===== src/rtl/cla_pkg.sv =====
// Shared constants for the pipelined carry-lookahead adder.
// Default geometry and the pipeline stage-count derivation.
package cla_pkg;

  localparam int DEF_WIDTH = 32;
  localparam int DEF_BLOCK = 8;

  function automatic int cla_stages(
    input int width,
    input int block
  );
    return width / block;
  endfunction

endpackage


===== src/rtl/cla_block.sv =====
// Combinational BLOCK-bit carry-lookahead group.
// Also exposes the carry into the group MSB for overflow detection.
module cla_block #(
  parameter int BLOCK = 8
) (
  input  logic [BLOCK-1:0] a_i,
  input  logic [BLOCK-1:0] b_i,
  input  logic             cin_i,
  output logic [BLOCK-1:0] sum_o,
  output logic             cout_o,
  output logic             cmsb_o
);

  logic [BLOCK-1:0] g;
  logic [BLOCK-1:0] p;
  logic [BLOCK:0]   c;

  // Flat lookahead: carry into bit i+1 from g/p/cin only.
  function automatic logic carry_at(
    input logic [BLOCK-1:0] gv,
    input logic [BLOCK-1:0] pv,
    input logic             ci,
    input int               i
  );
    logic acc;
    logic run;
    acc = 1'b0;
    run = 1'b1;
    for (int j = BLOCK - 1; j >= 0; j--) begin
      if (j <= i) begin
        acc = acc | (run & gv[j]);
        run = run & pv[j];
      end
    end
    return acc | (run & ci);
  endfunction

  always_comb begin
    g    = a_i & b_i;
    p    = a_i ^ b_i;
    c    = '0;
    c[0] = cin_i;
    for (int i = 0; i < BLOCK; i++) begin
      c[i+1] = carry_at(g, p, cin_i, i);
    end
  end

  assign sum_o  = p ^ c[BLOCK-1:0];
  assign cout_o = c[BLOCK];
  assign cmsb_o = c[BLOCK-1];

endmodule


===== src/rtl/pipelined_cla_adder.sv =====
// Pipelined CLA adder/subtractor, one BLOCK-bit group per stage.
// Global-enable valid/ready pipeline with output backpressure.
module pipelined_cla_adder
  import cla_pkg::*;
#(
  parameter int WIDTH = DEF_WIDTH,
  parameter int BLOCK = DEF_BLOCK
) (
  input  logic             Clk,
  input  logic             Reset,
  input  logic             InValid,
  output logic             InReady,
  input  logic [WIDTH-1:0] InputA,
  input  logic [WIDTH-1:0] InputB,
  input  logic             InputCarry,
  input  logic             Subtract,
  output logic             OutValid,
  input  logic             OutReady,
  output logic [WIDTH-1:0] Sum,
  output logic             OutputCarry,
  output logic             Overflow
);

  localparam int S = cla_stages(WIDTH, BLOCK);

  if ((WIDTH % BLOCK) != 0 || WIDTH < BLOCK) begin : g_bad_geom
    $error("WIDTH must be a non-zero multiple of BLOCK");
  end

  typedef struct packed {
    logic             v;
    logic             c;
    logic             ovf;
    logic [WIDTH-1:0] a;
    logic [WIDTH-1:0] b;
    logic [WIDTH-1:0] s;
  } stage_t;

  stage_t q [S];
  stage_t in_s;
  logic   adv;

  assign adv     = !q[S-1].v | OutReady;
  assign InReady = adv;

  always_comb begin
    in_s     = '0;
    in_s.v   = InValid;
    in_s.a   = InputA;
    in_s.b   = Subtract ? ~InputB : InputB;
    in_s.c   = Subtract ^ InputCarry;
  end

  for (genvar k = 0; k < S; k++) begin : g_stage
    stage_t           src;
    stage_t           d;
    stage_t           r;
    logic [BLOCK-1:0] gsum;
    logic             gco;
    logic             gcm;

    if (k == 0) begin : g_first
      assign src = in_s;
    end else begin : g_next
      assign src = q[k-1];
    end

    cla_block #(
      .BLOCK(BLOCK)
    ) u_blk (
      .a_i   (src.a[k*BLOCK +: BLOCK]),
      .b_i   (src.b[k*BLOCK +: BLOCK]),
      .cin_i (src.c),
      .sum_o (gsum),
      .cout_o(gco),
      .cmsb_o(gcm)
    );

    // Only the last stage's overflow reaches the port.
    always_comb begin
      d                        = src;
      d.s[k*BLOCK +: BLOCK]    = gsum;
      d.c                      = gco;
      d.ovf                    = gcm ^ gco;
    end

    always_ff @(posedge Clk or negedge Reset) begin
      if (!Reset) begin
        r <= '0;
      end else if (adv) begin
        r <= d;
      end
    end

    assign q[k] = r;
  end

  logic unused_ops;
  assign unused_ops = ^{q[S-1].a, q[S-1].b};

  assign OutValid    = q[S-1].v;
  assign Sum         = q[S-1].s;
  assign OutputCarry = q[S-1].c;
  assign Overflow    = q[S-1].ovf;

endmodule


===== config.mk =====
export PLATFORM = sky130hd
export DESIGN_NAME = pipelined_cla_adder
export DESIGN_NICKNAME = d
export VERILOG_FILES = /design/src/rtl/cla_pkg.sv /design/src/rtl/cla_block.sv /design/src/rtl/pipelined_cla_adder.sv
export SDC_FILE = /design/constraint.sdc
export NUM_CORES = 1
export LEC_CHECK = 0
export ABC_CLOCK_PERIOD_IN_PS = 4050
export CORE_ASPECT_RATIO = 2
export CORE_MARGIN = 5
export CORE_UTILIZATION = 68
export DETAILED_ROUTE_END_ITERATION = 8
export DONT_BUFFER_PORTS = 1
export GPL_TIMING_DRIVEN = 0
export PLACE_DENSITY = 0.85
export RECOVER_POWER = 25
export SYNTH_ARGS = -nofsm -noshare
export SYNTH_HDL_FRONTEND = slang
export SYNTH_HIERARCHICAL = 1
export SYNTH_SLANG_ARGS = --single-unit
export TNS_END_PERCENT = 100

===== constraint.sdc =====
create_clock -name Clk -period 4.05 [get_ports Clk]
set_input_delay 0.81 -clock Clk [delete_from_list [all_inputs] [get_ports Clk]]
set_output_delay 0.81 -clock Clk [all_outputs]
set_load 0.03 [all_outputs]

== Yosys cells after proc, flatten, opt, wreduce, memory -nomap -nowiden ==
Index checks and enable logic that the tools add are counted.

* Register bits: 281
* Input bits: 70
* Output and inout bits: 36
* Logic and storage cells: 437

* Muxes and demuxes: 1
* Bitwise operators: 416
* Reductions and logical operators: 1

{| class="wikitable"
|+ Operator list
! kind !! count
|-
| bitwise AND 1 bit || 256
|-
| OR 1 bit || 145
|-
| bitwise XOR 8 bit || 8
|-
| bitwise AND 8 bit || 4
|-
| two-way mux 32 bit || 1
|-
| NOT 32 bit || 1
|-
| bitwise XOR 1 bit || 2
|-
| zero test 1 bit || 1
|}

== Depth between registers and ports, before layout ==
Gate-level depths: netlist of run 1.

* Word-level depth: 12
* Depth in mapped cells: 10

== Hierarchy ==
Netlist of run 1, hierarchy kept.

{| class="wikitable"
|+ By module, submodules not included
! module !! times used !! cells an instance !! area an instance (µm²) !! sequential area each (µm²)
|-
| pipelined_cla_adder || 1 || 430 || 7,761.2 || 4,629.4
|-
| cla_block at g_stage[1].u_blk ... || 2 || 41 || 339.1 || 0.0
|-
| cla_block at g_stage[0].u_blk || 1 || 40 || 314.1 || 0.0
|-
| cla_block at g_stage[3].u_blk || 1 || 36 || 297.8 || 0.0
|}

== Worst setup path before layout of run 1 ==
Ideal clock, no wire load.

* Kind: in2reg
* Start: input Subtract
* End: register g_stage[0].r[97] (netlist bit)
* Setup time: 125 ps
* Arrival time: 2,664 ps
* Required time: 3,925 ps
* Path slack: 1,261 ps
* Stages: 10
* Cells stage by stage: buf_2 > buf_2 > xor2_1 > ha_1 > a21o_1 > nand4_1 > nand2_2 > a41o_1 > a21o_1 > mux2_2

{| class="wikitable"
|+ RTL lines
! item !! RTL line !! RTL
|-
| start, declared || pipelined_cla_adder.sv:16 || <nowiki>input logic Subtract,</nowiki>
|-
| end signal, assigned || pipelined_cla_adder.sv:89 || <nowiki>r <= '0;</nowiki>
|-
| end signal, assigned || pipelined_cla_adder.sv:91 || <nowiki>r <= d;</nowiki>
|-
| end, declared || pipelined_cla_adder.sv:57 || <nowiki>stage_t r;</nowiki>
|}

==> results.sh, run 1 <==
export IMPL_status="finished clean"
export IMPL_synth_cells=586
export IMPL_finalMaxSlewViolations=0
export IMPL_p_leak_nw=4.74
export IMPL_grt_max_degree=186
export IMPL_hold_viol=0
export IMPL_path_cells="buf_2 > buf_2 > xor2_1 > ha_1 > a21o_1 > nand4_1 > nand2_2 > a41o_1 > a21o_1 > mux2_2"
export IMPL_fin_cells=769
export IMPL_worstPathArrival_ps=2980
export IMPL_fmaxAchievable_mhz=373
export IMPL_cp_num_buf_inv=2
export IMPL_final_setup_worst_slack_ps=1370
export IMPL_routedWlPerCell_um=22.5
export IMPL_path_clk_slew_ps=70
export IMPL_row_count=59
export IMPL_worstSetupPathType="input port to flop"
export IMPL_cts_resized=0
export IMPL_rsz0062_at_grt="false"
export IMPL_fp_dieH_um=173
export IMPL_dr_pass1_iters=4
export IMPL_timing_final_crit_share_pct=66.2
export IMPL_crit_path_max_incr_delay_ps=330
export IMPL_slew_limit_headroom_pct=72.4
export IMPL_cp_required_ps=4350
export IMPL_antenna_cells=0
export IMPL_cts_buffer_depth=2
export IMPL_tns_ps=0
export IMPL_drive_gt1_share_pct=41.0
export IMPL_die_w_um=91.5
export IMPL_coreArea_um2=13100
export IMPL_syn_avg_cell_area_um2=15.4
export IMPL_worst_setup_path_start_kind="input port"
export IMPL_synth_nets=696
export IMPL_tightest_slew_ps=414
export IMPL_io_buffer_count=0
export IMPL_drtIter0Drc=142
export IMPL_gp_congestion=0.778
export IMPL_ir_drop_mv=0.443
export IMPL_power_density_nw_per_um2=904
export IMPL_reg2reg_slack_ps=1790
export IMPL_via_count=4646
export IMPL_ioPinCount=106
export IMPL_via_per_inst=6.04
export IMPL_syn_area_um2=9040
export IMPL_floorplan_initialDensity_pct=69.2
export IMPL_dp_cells=738
export IMPL_post_cts_buffers=0
export IMPL_clock_latency_ps=420
export IMPL_routed_wirelength_mm=17.3
export IMPL_crit_family="compound AO/OA/AOI/OAI gates"
export IMPL_grt_pass1_wl_mm=28.0
export IMPL_cts_buffers=17
export IMPL_dieArea_um2=15800
export IMPL_endpoint_kind="flop"
export IMPL_crit_fanout=10
export IMPL_power_mw=8.89
export IMPL_slowest_stage="buf_2"
export IMPL_drc_errors=0
export IMPL_skew_ps=10.3
export IMPL_yosysWarnings=6
export IMPL_nNetsFinal=715
export IMPL_hold_class="input port to async pin"
export IMPL_maxCapViolations=0
export IMPL_dp_final_hpwl_mm=12.2
export IMPL_cts_max_level=4
export IMPL_timing_final_crit_period_ps=2680
export IMPL_post_place_ws_ps=921
export IMPL_setup_viol=0
export IMPL_grt_pass1_vias=5317
export IMPL_holdBufCountCts=0
export IMPL_area_growth_pct=8.72
export IMPL_root_buffer="clkbuf_16"
export IMPL_antenna_found_initial=0
export IMPL_grt_usage_pct=22.8
export IMPL_cts_tree="done"
export IMPL_grt_overflow_total=0
export IMPL_ant_nets=0
export IMPL_clock_sinks=185
export IMPL_fin_util_pct=75.2
stage by stage:
step,hold WS (ps),cell area [um^2]
floorplan,430,9040
global placement,451,9230
detailed placement,470,9230
CTS,63.9,9830
global route,56.2,9830
finish,74.8,9830
registers in the layout (all words and copies together) (netlist names):
register	count
g_stage.r	150
Sum	32
OutValid	1
OutputCarry	1
Overflow	1
cell type report:
type | count | area, um^2
well taps | 152 | 190
multi-input cells | 368 | 4150
flip-flops and latches | 185 | 4630
inverters | 8 | 30.0
plain buffers | 25 | 231
fillers | 774 | 3230
clock inverters | 13 | 169
clock buffers | 18 | 429
metal layers:
| layer | track usage (%) | wire (um) | up-vias |
|---|---|---|---|
| met5 | 0 | 0 | - |
| met1 | 24.3 | 6450 | 2405 |
| met4 | 8.12 | 294 | 0 |
| met3 | 5.43 | 828 | 24 |
| li1 | - | - | 2096 |
| met2 | 42.6 | 9740 | 121 |
report_power, final:
| group | leakage, nW | internal [mW] | switching [mW] | total (mW) |
|---|---|---|---|---|
| Clock | 0.285 | 0.975 | 0.711 | 1.69 |
| Sequential | 2.15 | 2.70 | 0.955 | 3.65 |
| Combinational | 2.30 | 2.15 | 1.40 | 3.55 |
| Total | 4.74 | 5.82 | 3.07 | 8.89 |
final timing paths:
path / end / startpoint / cells past startpoint
worst min register to register: OutValid / g_stage[2].r[98] / 1
worst max register to register: Overflow / g_stage[2].r[88] / 8
worst min-delay path: Sum[5] / Reset / 0
min in group Clk: OutValid / g_stage[2].r[98] / 1
max in group asynchronous: g_stage[1].r[51] / Reset / 0
worst max-delay path: g_stage[0].r[97] / Subtract / 10
placed cells by master, fill, tap and decap left out, drive strengths merged:
cell and count:
buf 25, nand4 2, a21oi 20, ha 36, o21bai 2, fa 4
a41oi 2, o41ai 2, dfrtp 185, nand3 2, a41o 2, xor2 41
a31oi 2, nand2b 3, nor2 18, bufinv 3, xnor2 17, clkinv 4
inv 11, mux2 184, o22ai 4, nor3 2, nand2 8, nor2b 2
clkinvlp 3, or2 2, or2b 1, clkbuf 18, o21ai 6, a21o 6
No activity file was read; power rests on OpenSTA's default activity.
==> run 2: changes to the inputs <==
--- a/config.mk
+++ b/config.mk
@@ -5,14 +5,14 @@
 export SDC_FILE = /design/constraint.sdc
 export NUM_CORES = 1
 export LEC_CHECK = 0
-export ABC_CLOCK_PERIOD_IN_PS = 4050
+export ABC_CLOCK_PERIOD_IN_PS = 2520
 export CORE_ASPECT_RATIO = 2
 export CORE_MARGIN = 5
-export CORE_UTILIZATION = 68
+export CORE_UTILIZATION = 64
 export DETAILED_ROUTE_END_ITERATION = 8
 export DONT_BUFFER_PORTS = 1
 export GPL_TIMING_DRIVEN = 0
-export PLACE_DENSITY = 0.85
+export PLACE_DENSITY = 0.81
 export RECOVER_POWER = 25
 export SYNTH_ARGS = -nofsm -noshare
 export SYNTH_HDL_FRONTEND = slang
==> constraint.sdc (replaced) <==
create_clock -name Clk -period 2.52 [get_ports Clk]
set_input_delay 0.504 -clock Clk [delete_from_list [all_inputs] [get_ports Clk]]
set_output_delay 0.504 -clock Clk [all_outputs]
set_load 0.03 [all_outputs]
==> run 2 against run 1 <==
The run now ends with hold timing left. Die area rose by 5.7%. Non-clock buffer count did not move. Routed wire length shrank 1.1%. Clock power rose by 50%. Largest cell class unchanged. Global-route usage fell by 1.3 points. Final cell count rose by 5.1%. Sequential share of layout area barely moved. Via count down 0.30%. Worst setup slack lost 1200 ps. Critical path type unchanged. Hold slack lost 300 ps. Register-to-register slack got worse by 1500 ps. Largest power group unchanged. Combinational power increased by 59%.
==> results.sh, run 2 (same netlist as run 1, synthesis figures left out) <==
export IMPL_status="finished with violations"
export IMPL_violations="hold timing"
export IMPL_tightest_slew_ps=418
export IMPL_finalMaxSlewViolations=0
export IMPL_grt_pass1_vias=5189
export IMPL_endpoint_kind="flop"
export IMPL_maxCapViolations=0
export IMPL_fp_dieH_um=178
export IMPL_worstPathArrival_ps=2690
export IMPL_placed_area_um2=9280
export IMPL_drive_gt1_share_pct=40.9
export IMPL_path_cells="buf_2 > buf_2 > xor2_1 > ha_1 > a21o_1 > nand4_1 > nand2_2 > a41o_1 > a21o_1 > mux2_2"
export IMPL_antenna_found_initial=1
export IMPL_die_w_um=94.1
export IMPL_rsz0062_at_grt="false"
export IMPL_timing_final_crit_share_pct=94.8
export IMPL_ir_drop_mv=0.626
export IMPL_fill_cells=941
export IMPL_drtIter0Drc=143
export IMPL_cp_required_ps=2820
export IMPL_skew_ps=12.0
export IMPL_routedWlPerCell_um=21.2
export IMPL_root_buffer="clkbuf_16"
export IMPL_worst_setup_path_start_kind="input port"
export IMPL_timing_final_crit_period_ps=2390
export IMPL_p_leak_nw=4.73
export IMPL_grt_max_degree=186
export IMPL_grt_pass1_wl_mm=27.4
export IMPL_clock_latency_ps=420
export IMPL_floorplan_initialDensity_pct=65.1
export IMPL_hold_class="input port to async pin"
export IMPL_power_density_nw_per_um2=1420
export IMPL_worstSetupPathType="input port to flop"
export IMPL_grt_usage_pct=21.5
export IMPL_final_cell_mix="dfrtp_1, mux2_4, mux2_2, xor2_1, ha_1"
export IMPL_largest_register_ffs=150
export IMPL_grt_overflow_total=0
export IMPL_area_growth_pct=8.83
export IMPL_via_per_inst=5.73
export IMPL_nNetsFinal=715
export IMPL_cts_buffers=17
export IMPL_gp_congestion=0.805
export IMPL_cts_buffer_depth=2
export IMPL_post_route_cell_area_um2=9840
export IMPL_dr_pass1_iters=5
export IMPL_ant_nets=0
export IMPL_hold_worst_slack_ps=-228
export IMPL_clock_sinks=185
export IMPL_cts_tree="done"
export IMPL_dp_final_hpwl_mm=12.0
export IMPL_drc_errors=0
export IMPL_top_register="g_stage.r"
export IMPL_crit_fanout=10
export IMPL_routed_wirelength_mm=17.1
export IMPL_io_buffer_count=0
export IMPL_cts_max_level=4
export IMPL_slowest_stage="buf_2"
export IMPL_via_count=4632
export IMPL_crit_path_max_incr_delay_ps=330
export IMPL_ioPinCount=106
export IMPL_layout_commonest_cell="dfrtp_1"
export IMPL_hold_viol=185
export IMPL_row_count=61
export IMPL_dieArea_um2=16800
export IMPL_coreArea_um2=13900
export IMPL_path_clk_slew_ps=70
export IMPL_fmaxAchievable_mhz=419
export IMPL_slew_limit_headroom_pct=72.1
export IMPL_setup_viol=0
-- run 2: changes by cell type in the layout (fill, tap and decap cells not counted), sizes merged --
cell      previous run  this run
clkinvlp             3         2
clkinv               4         5
bufinv               3         1
clkbuf              18        20
diode                0         1
inv                 11        12
-- run 2: final timing paths --
path                             startpoint                to  slack [ps]  depth (start not counted)
hold / removal                        Reset  g_stage[1].r[92]        -230                          0
setup reg to reg           g_stage[2].r[88]          Overflow         340                          8
min in group Clk                 InputA[30]  g_stage[0].r[94]         230                          1
hold reg to reg            g_stage[2].r[98]          OutValid         460                          1
setup / recovery                   Subtract  g_stage[0].r[97]         130                         10
max in group asynchronous             Reset  g_stage[0].r[46]        2550                          0
-- run 2: per-stage QoR --
stage | power [mW] | TNS (ps) | util [%] | instances | setup WS, ps
floorplan | 10.4 | 0 | - | 586 | 37.4
global placement | 11.2 | -634 | 66.8 | 775 | -264
detailed placement | 11.5 | -745 | 66.8 | 775 | -297
CTS | 14.1 | 0 | 70.8 | 807 | 140
global route | 14.8 | 0 | 70.9 | 808 | 35.9
finish | 14.0 | 0 | 70.9 | 808 | 132
-- run 2: area by class of cell --
class                   instances  area, um^2  area share, %
plain buffers                  25         231           2.35
inverters                       8        30.0          0.305
clock inverters                12         113           1.14
flip-flops and latches        185        4630           47.0
diodes                          1        2.50         0.0254
clock buffers                  20         447           4.54
well taps                     189         236           2.40
multi-input cells             368        4150           42.2
-- run 2: report_power, final --
part	internal (mW)	total, mW	switching (mW)	leakage, nW
Clock	1.40	2.53	1.13	0.272
Sequential	4.33	5.84	1.51	2.15
Combinational	3.45	5.64	2.20	2.30
Total	9.18	14.0	4.84	4.73
-- run 2: routing by layer --
metal	GRT usage (%)	part of all wire, %
met2	38.4	54
met1	24.4	38
met5	0	0
met4	8.08	2.4
met3	5.32	4.7
-- run 2: timing repair --
item | CTS | global route
resized for setup | 0 | 0
setup buffers | 0 | 0
endpoints found under the hold margin | 185 | 185
-- run 2: worst max-delay path, delay by kind of cell --
| kind | cells | cell delay (ps) |
|---|---|---|
| adders and majority gates | 1 | 250 |
| and+or+nand+nor | 2 | 210 |
| buffers and inverters | 2 | 550 |
| AOI/OAI and AO/OA | 3 | 690 |
| xor gates and xnor gates | 1 | 210 |
| muxes | 1 | 270 |
==> run 3: changes to the inputs <==
--- a/config.mk
+++ b/config.mk
@@ -6,12 +6,12 @@
 export NUM_CORES = 1
 export LEC_CHECK = 0
 export ABC_CLOCK_PERIOD_IN_PS = 2520
+export CAP_MARGIN = 20
 export CORE_ASPECT_RATIO = 2
 export CORE_MARGIN = 5
 export CORE_UTILIZATION = 64
 export DETAILED_ROUTE_END_ITERATION = 8
 export DONT_BUFFER_PORTS = 1
-export GPL_TIMING_DRIVEN = 0
 export PLACE_DENSITY = 0.81
 export RECOVER_POWER = 25
 export SYNTH_ARGS = -nofsm -noshare
==> run 3 against run 2 <==
The flow still finishes with violations (hold timing). Sequential share of layout area grew 0.32 points. Clock skew shrank 1.8 ps. Register-to-register slack worse by 20 ps. Sequential power hardly changed. Non-clock buffer count down 18. Power fell by 0.25%. Fmax rose by 7.7%. Utilization is 0.48 points lower. Hold slack improved by 6.5 ps. Worst setup slack better by 170 ps. Highest routed layer unchanged.
==> results.sh, run 3 (same netlist as run 1, synthesis figures left out) <==
export IMPL_status="finished with violations"
export IMPL_violations="hold timing"
export IMPL_ir_drop_mv=0.642
export IMPL_antenna_cells=0
export IMPL_fin_util_pct=70.4
export IMPL_hold_worst_slack_ps=-222
export IMPL_via_per_inst=5.62
export IMPL_cts_buffer_depth=2
export IMPL_hold_viol=185
export IMPL_floorplan_initialDensity_pct=65.1
export IMPL_post_cts_buffers=0
export IMPL_largest_register_ffs=150
export IMPL_fp_dieH_um=178
export IMPL_routed_wirelength_mm=15.1
export IMPL_skew_ps=10.2
export IMPL_cp_required_ps=2020
export IMPL_layout_commonest_cell="dfrtp_1"
export IMPL_coreArea_um2=13900
export IMPL_final_cell_mix="dfrtp_1, mux2_4, mux2_2, xor2_1, ha_1"
export IMPL_worstSetupPathType="flop to primary output"
export IMPL_clock_sinks=185
export IMPL_r2r_end="Overflow"
export IMPL_power_density_nw_per_um2=1430
export IMPL_path_clk_slew_ps=70
export IMPL_drc_errors=0
export IMPL_dieArea_um2=16800
export IMPL_routedWlPerCell_um=19.1
export IMPL_grt_pass1_wl_mm=25.2
export IMPL_dr_pass1_iters=4
export IMPL_ioPinCount=106
export IMPL_endpoint_kind="primary output"
export IMPL_hold_class="input port to async pin"
export IMPL_root_buffer="clkbuf_16"
export IMPL_power_mw=14.0
export IMPL_rr_worst_depth=8
export IMPL_clock_latency_ps=410
export IMPL_die_w_um=94.1
export IMPL_cts_buffers=17
export IMPL_r2r_start="g_stage[2].r[88]"
export IMPL_rsz0062_at_grt="false"
export IMPL_timing_final_crit_share_pct=88.0
export IMPL_dp_final_hpwl_mm=10.3
export IMPL_ant_nets=0
export IMPL_finalMaxSlewViolations=0
export IMPL_worstPathArrival_ps=1710
export IMPL_grt_pass1_vias=5048
export IMPL_setup_viol=0
export IMPL_top_register="g_stage.r"
export IMPL_drtIter0Drc=140
export IMPL_tightest_slew_ps=506
export IMPL_crit_fanout=25
export IMPL_dp_cells=757
export IMPL_timing_final_crit_period_ps=2220
export IMPL_grt_max_degree=186
export IMPL_grt_overflow_total=0
export IMPL_gp_congestion=0.800
export IMPL_io_buffer_count=0
export IMPL_antenna_found_initial=0
export IMPL_fmaxAchievable_mhz=451
export IMPL_slew_limit_headroom_pct=66.3
export IMPL_cts_resized=0
export IMPL_area_growth_pct=8.09
export IMPL_p_leak_nw=4.67
export IMPL_fin_cells=788
export IMPL_cts_max_level=4
export IMPL_grt_usage_pct=19.2
export IMPL_nNetsFinal=697
export IMPL_row_count=61
export IMPL_tns_ps=0
export IMPL_reg2reg_slack_ps=320
export IMPL_worst_setup_path_start_kind="flop"
export IMPL_via_count=4432
export IMPL_drive_gt1_share_pct=39.4
export IMPL_cts_tree="done"
export IMPL_maxCapViolations=0
[run 3: cell count changes in the layout (fill, tap and decap cells not counted)]
cell,previous run,this run
clkinv_2,3,0
buf_6,17,0
bufinv_16,1,2
buf_12,0,6
clkbuf_8,1,2
clkbuf_1,2,1
clkinvlp_4,2,3
nand2b_1,3,2
buf_4,0,1
diode_2,1,0
nand2b_4,0,1
buf_2,8,0
[run 3: worst max path at each step]
stage / startpoint / endpoint / cells after the start
after global routing: OutValid / InReady / 2
after floorplan: Subtract / g_stage[0].r[97] / 10
after CTS: OutValid / InReady / 2
after detailed placement: Subtract / g_stage[0].r[6] / 8
after global placement: Subtract / g_stage[0].r[97] / 8
final: OutValid / InReady / 2
[run 3: layout make-up]
type | count | area (um^2)
repair buffers | 7 | 128
flip-flops and latches | 185 | 4630
clock buffers | 20 | 457
well taps | 189 | 236
clock inverters | 11 | 135
fillers | 950 | 4120
multi-input cells | 368 | 4160
inverters | 8 | 30.0
[run 3: where the power goes]
| group | switching [mW] | total, mW | internal (mW) |
|---|---|---|---|
| logic | 2.09 | 5.50 | 3.40 |
| registers | 1.50 | 5.83 | 4.33 |
| clock network | 1.12 | 2.65 | 1.53 |
| total | 4.72 | 14.0 | 9.26 |
[run 3: routing by layer]
layer	up-vias	track usage, %	share of wire [%]
met3	14	5.45	4.9
met2	96	32.8	53
met5	-	0	0
li1	2057	-	-
met4	0	6.39	1.4
met1	2265	23.3	41
[run 3: critical path: stages, from the launching register on]
cell and delay, ps:
dfrtp_1 540, nand2b_4 480, buf_12 270
[run 3: per-stage QoR]
step | instance area (um^2) | hold slack, ps | setup WS [ps]
after detailed placement | 9180 | 214 | 324
after CTS | 9780 | -237 | 274
final | 9780 | -222 | 302
after global routing | 9780 | -248 | 192
after global placement | 9180 | 215 | 378
after floorplan | 9040 | 208 | 37.4
